--- src/rtl/ser_collector_pkg.sv ---
// ser_collector_pkg
// Shared definitions for the serial-to-parallel collector: the FSM state
// encoding and the default word width / gap tolerance used by ser_collector
// and its testbench.
package ser_collector_pkg;

  // Default number of serial bits assembled into one parallel word.
  localparam int WIDTH_DEFAULT   = 8;

  // Default number of consecutive invalid cycles tolerated mid-word.
  localparam int GAP_MAX_DEFAULT = 3;

  // IDLE: no partial word held. COLLECT: at least one bit of a word taken.
  typedef enum logic {
    IDLE    = 1'b0,
    COLLECT = 1'b1
  } state_t;

endpackage

--- src/rtl/ser_collector.sv ---
// ser_collector
// Collects a qualified serial bit stream (LSB first) into WIDTH-bit parallel
// words. A word that stalls for GAP_MAX consecutive invalid cycles is thrown
// away and flagged.
//
// Ports:
//   CLK        in   single clock, rising edge
//   RST        in   synchronous active-high reset
//   Serial_In  in   serial data bit, LSB first
//   Valid_In   in   qualifier for Serial_In
//   P_DATA     out  last completed word (WIDTH bits), changes only on completion
//   Data_Valid out  one-cycle pulse: P_DATA just loaded with a new word
//   Frame_Err  out  one-cycle pulse: partial word aborted on gap timeout
//   Busy       out  high while a word is partially collected
module ser_collector
  import ser_collector_pkg::*;
#(
  parameter int WIDTH   = WIDTH_DEFAULT,
  parameter int GAP_MAX = GAP_MAX_DEFAULT
) (
  input  logic             CLK,
  input  logic             RST,
  input  logic             Serial_In,
  input  logic             Valid_In,
  output logic [WIDTH-1:0] P_DATA,
  output logic             Data_Valid,
  output logic             Frame_Err,
  output logic             Busy
);

  localparam int BW = $clog2(WIDTH + 1);
  localparam int GW = $clog2(GAP_MAX + 1);

  // Bit count at which the next accepted bit completes the word, and the gap
  // count at which the next invalid cycle aborts it.
  localparam logic [BW-1:0] LAST_BIT = BW'(WIDTH - 1);
  localparam logic [GW-1:0] LAST_GAP = GW'(GAP_MAX - 1);

  state_t          state;
  logic [BW-1:0]   bit_cnt;
  logic [GW-1:0]   gap_cnt;
  logic [WIDTH-1:0] shreg;

  // Bits shift in from the top, so after WIDTH shifts the first bit sits at
  // position 0. The final bit is merged straight into P_DATA rather than
  // shifted, which keeps the completion latency at one cycle. Stale bits from
  // an earlier word are always shifted out before they could reach P_DATA.
  always_ff @(posedge CLK) begin
    if (RST) begin
      state      <= IDLE;
      bit_cnt    <= '0;
      gap_cnt    <= '0;
      shreg      <= '0;
      P_DATA     <= '0;
      Data_Valid <= 1'b0;
      Frame_Err  <= 1'b0;
    end else begin
      Data_Valid <= 1'b0;
      Frame_Err  <= 1'b0;
      case (state)
        IDLE: begin
          gap_cnt <= '0;
          if (Valid_In) begin
            shreg   <= {Serial_In, shreg[WIDTH-1:1]};
            bit_cnt <= BW'(1);
            state   <= COLLECT;
          end
        end
        COLLECT: begin
          if (Valid_In) begin
            gap_cnt <= '0;
            if (bit_cnt == LAST_BIT) begin
              P_DATA     <= {Serial_In, shreg[WIDTH-1:1]};
              Data_Valid <= 1'b1;
              bit_cnt    <= '0;
              state      <= IDLE;
            end else begin
              shreg   <= {Serial_In, shreg[WIDTH-1:1]};
              bit_cnt <= bit_cnt + BW'(1);
            end
          end else if (gap_cnt == LAST_GAP) begin
            // Gap has reached GAP_MAX: drop the partial word, keep P_DATA.
            Frame_Err <= 1'b1;
            bit_cnt   <= '0;
            gap_cnt   <= '0;
            state     <= IDLE;
          end else begin
            gap_cnt <= gap_cnt + GW'(1);
          end
        end
        default: begin
          state   <= IDLE;
          bit_cnt <= '0;
          gap_cnt <= '0;
        end
      endcase
    end
  end

  assign Busy = (state == COLLECT);

endmodule

--- config.mk ---
export PLATFORM = sky130hd
export DESIGN_NAME = ser_collector
export DESIGN_NICKNAME = d
export VERILOG_FILES = /design/src/rtl/ser_collector_pkg.sv /design/src/rtl/ser_collector.sv
export SDC_FILE = /design/constraint.sdc
export NUM_CORES = 1
export LEC_CHECK = 0
export BUFFER_PORTS_ARGS = -buffer_cell sky130_fd_sc_hd__buf_2
export CAP_MARGIN = 20
export CELL_PAD_IN_SITES_DETAIL_PLACEMENT = 0
export CELL_PAD_IN_SITES_GLOBAL_PLACEMENT = 1
export CORE_MARGIN = 5
export CORE_UTILIZATION = 44
export CTS_CLUSTER_SIZE = 16
export DETAILED_ROUTE_END_ITERATION = 10
export HOLD_SLACK_MARGIN = 0.03
export PLACE_DENSITY = 0.9
export SYNTH_ARGS = -nofsm -noshare
export SYNTH_HDL_FRONTEND = slang
export SYNTH_SLANG_ARGS = --single-unit
--- constraint.sdc ---
create_clock -name CLK -period 2.2 [get_ports CLK]
set_input_delay 0.33 -clock CLK [delete_from_list [all_inputs] [get_ports CLK]]
set_output_delay 0.33 -clock CLK [all_outputs]
set_load 0.05 [all_outputs]
==> results by stage <==
Timing:
- Setup repair after global routing left no endpoint under its margin.
- The final max-slew violation count is 0.
- The number of endpoints with negative hold slack in the final report is 0.
- Counting I/O delays and the setup requirement, the final critical path takes 1543 ps.
- Static timing analysis puts the maximum clock frequency at 648.1 MHz.
- The slack of the critical path is 657.1 ps.
- Setup violations remaining at the end of the flow were counted as 0.
- Summed over all failing endpoints, the final setup total negative slack is 0 ps.
- For the final database, setup skew stands at 2.687 ps.
- For the pin with the worst max-slew slack, the measured transition is 381.3 ps.
- The final critical path takes up 70.13% of the cycle.
- The headroom to the max-slew limit is 74.58%.

Setup path:
- The category of the worst setup path launch point is a flip-flop.
- For the worst flop-to-flop path, the logic depth is 4.
- The worst path required time is 2440 ps.
- The critical path endpoint category is a flip-flop.
- In this run the worst path has a maximum fanout of 11.
- Data arrives at the worst endpoint at 1780 ps.
- The classification of the worst setup path is flip-flop to flip-flop.

Floorplan:
- Measured along the y axis, the die boundary spans 56.49 um.
- The initial core utilization is 47.50%.
- In this run the horizontal extent of the chip is 56.49 um.
- The area of the die is 3191 um2.
- The total number of placement rows is 16.
- The core region is 2002 um2.
- The top-level I/O count is 15.

GRT:
- The first global-routing pass estimated 3098 um of wire.
- The remaining global-route overflow is 0.
- The via count of the first global-routing pass is 717.
- The number of antenna violations at the first check in global routing is 0.
- The total track usage is 12.03%.
- Entering global routing, the biggest net connects 26 pins.

Clock network:
- Buffers inserted to repair hold after CTS numbered 0.
- Gates resized during post-CTS repair numbered 0.
- After clock tree synthesis, the clock-pin slew on the worst setup and hold paths is 120 ps.
- After clock tree synthesis, the setup repair step added 0 buffers.
- For the worst-skew pair, the clock arrives at the later sink with an insertion delay of 300 ps.
- The number of clock buffers added by TritonCTS is 3.
- The buffer depth of the longest clock path is 2.
- The number of clock sinks seen by CTS is 24.
- The CTS H-tree depth is 1.
- The clock tree from TritonCTS is done.
- The master cell of the clock root buffer is sky130_fd_sc_hd__clkbuf_4.

Finish:
- Of the cells placed in the final design, the portion with a size suffix greater than 1 is 16.36%.
- In the final layout, the multi-input gates occupy 425.4 um2.
- The layout has 200 filler cells.
- The total area of sequential cells is 480.5 um2.
- The net count of the finished layout is 118.
- 0 antenna diodes ended up in the layout.
- The area growth from synthesis to layout is 9.342%.

Power and ir drop:
- Dividing total power by cell area gives a power density of 637.2 nW/um2.
- The maximum VDD drop is 0.0002440 V.
- The analysis attributes to cell leakage a power of 0.4035 nW.

Run:
- Max-cap violations in this run came to 0.

Drt:
- The first TritonRoute pass finished after 4 iterations.
- The final layout contains routed wiring with a total length of 1785 um.
- The DRC violations left is 0.
- For this block, the initial DRC count from the detailed router was 5.
- In this run the remaining antenna-violating nets after routing total 0.
- In the routed layout, each cell is associated on average with a via count of 5.328.
- The number of vias in the routed layout is 730.
- The post-detailed-route wirelength per cell is 13.03 um.

Synth:
- Synthesis produced 99 cells.
- The number of library cell types mapped by synthesis is 24.
- The synthesized design contains 24 register bits.
- The synthesized netlist net count is 105.
- The number of warning messages in the yosys log is 0.
- The sequential fraction of the synthesis area is 50.53%.
- The post-synthesis average cell area is 9.605 um2.
- Summing every instance area after synthesis gives 950.9 um2.

Hold path:
- In this run the worst hold path is classified as primary input to flip-flop.
- The number of instances on the worst hold path is 3.

Place:
- Before CTS, the worst setup slack after placement is 664.9 ps.
- The half-perimeter wire length after placement is 1265 um.
- The routability congestion estimate is 0.7620.
- The number of buffers added on ports is 14.

Status:
- The run finished with clean final reports.
## synthesized netlist by cell type
cell type	n	area [um2]
sky130_fd_sc_hd__o211ai_1	1	7.510
sky130_fd_sc_hd__a32oi_1	2	17.52
sky130_fd_sc_hd__buf_4	3	22.52
sky130_fd_sc_hd__dfxtp_1	24	480.5
sky130_fd_sc_hd__and4b_1	1	10.01
sky130_fd_sc_hd__a31oi_1	1	6.260
sky130_fd_sc_hd__nor3b_1	1	7.510
sky130_fd_sc_hd__nand2b_1	8	50.05
sky130_fd_sc_hd__nand2_1	2	7.510
sky130_fd_sc_hd__or2_2	1	6.260
sky130_fd_sc_hd__nand3_1	9	45.04
sky130_fd_sc_hd__mux2i_1	6	60.06
sky130_fd_sc_hd__nand4b_1	3	26.28
sky130_fd_sc_hd__nor3_1	1	5.000
sky130_fd_sc_hd__buf_2	3	15.01
sky130_fd_sc_hd__xor2_1	1	8.760
sky130_fd_sc_hd__nor2_1	3	11.26
sky130_fd_sc_hd__a21oi_1	10	50.05
sky130_fd_sc_hd__and2_1	1	6.260
sky130_fd_sc_hd__ha_1	2	25.02
sky130_fd_sc_hd__inv_1	2	7.510
sky130_fd_sc_hd__o21ai_0	10	50.05
sky130_fd_sc_hd__nand4_1	2	12.51
sky130_fd_sc_hd__nor4_1	2	12.51
## worst max-delay path: stages, from the launching register on
cell	delay [ps]
sky130_fd_sc_hd__dfxtp_1	410
sky130_fd_sc_hd__ha_1	410
sky130_fd_sc_hd__nand4b_1	190
sky130_fd_sc_hd__nand2_1	250
sky130_fd_sc_hd__mux2i_1	210
## kinds of logic after synthesis
kind of cell | synth area share [%]
muxes | 6.316
buffers and inverters | 4.737
DFF | 50.53
AOI/OAI and AO/OA | 13.82
adders and majority gates | 2.631
xor gates and xnor gates | 0.9212
and+or+nand+nor | 21.05
## worst paths after layout
| kind | from | end | slack [ps] |
|---|---|---|---|
| setup / recovery | bit_cnt[0] | shreg[1] | 660 |
| hold / removal | Serial_In | P_DATA[7] | 290 |
| setup reg to reg | bit_cnt[0] | shreg[1] | 660 |
| hold reg to reg | gap_cnt[0] | gap_cnt[0] | 440 |
## through the flow
stage / hold slack (ps) / util (%) / power [mW] / std cells / area (um2)
after global placement: 409.8 / 50.81 / 0.4917 / 134 / 1017
after detailed placement: 425.4 / 50.81 / 0.4930 / 134 / 1017
after global routing: 314.9 / 51.94 / 0.6921 / 137 / 1040
after CTS: 282.1 / 51.94 / 0.6705 / 137 / 1040
after floorplan: 400.7 / - / 0.4858 / 99 / 950.9
final: 287.4 / 51.94 / 0.6626 / 137 / 1040
## cell type report
class / count / area share (%)
Clock buffer: 3 / 2.166
Inverter: 2 / 0.7220
Multi-Input combinational cell: 67 / 40.91
Sequential cell: 24 / 46.21
Tap cell: 27 / 3.249
Timing Repair Buffer: 14 / 6.739
## cell usage in the layout, fill, tap and decap left out, types with 3 or more instances in the layout
cell type                  instances
sky130_fd_sc_hd__a21oi_1          10
sky130_fd_sc_hd__buf_2            14
sky130_fd_sc_hd__clkbuf_4          3
sky130_fd_sc_hd__dfxtp_1          24
sky130_fd_sc_hd__mux2i_1           6
sky130_fd_sc_hd__nand2b_1          8
sky130_fd_sc_hd__nand3_1           9
sky130_fd_sc_hd__nand4b_1          3
sky130_fd_sc_hd__nor2_1            3
sky130_fd_sc_hd__o21ai_0          10
## sequential cells by signal (all words and copies together), names as in the netlist
signal / count
Frame_Err: 1
shreg: 7
bit_cnt: 4
gap_cnt: 2
Busy: 1
Data_Valid: 1
P_DATA: 8
## where the power goes
group	internal, mW	switching, mW	total (mW)
clock	0.0637	0.115	0.179
sequential	0.440	0.00652	0.447
combinational	0.0128	0.0236	0.0364
## metal layers
metal  wire, um  GRT usage (%)  vias to the layer above
met4         25          4.068                        0
met2        851          20.96                       13
met3         80          2.982                        4
met5          0              0                        -
met1        826          14.21                      335
li1           -              -                      378
Power figures use the tool's default switching activity.
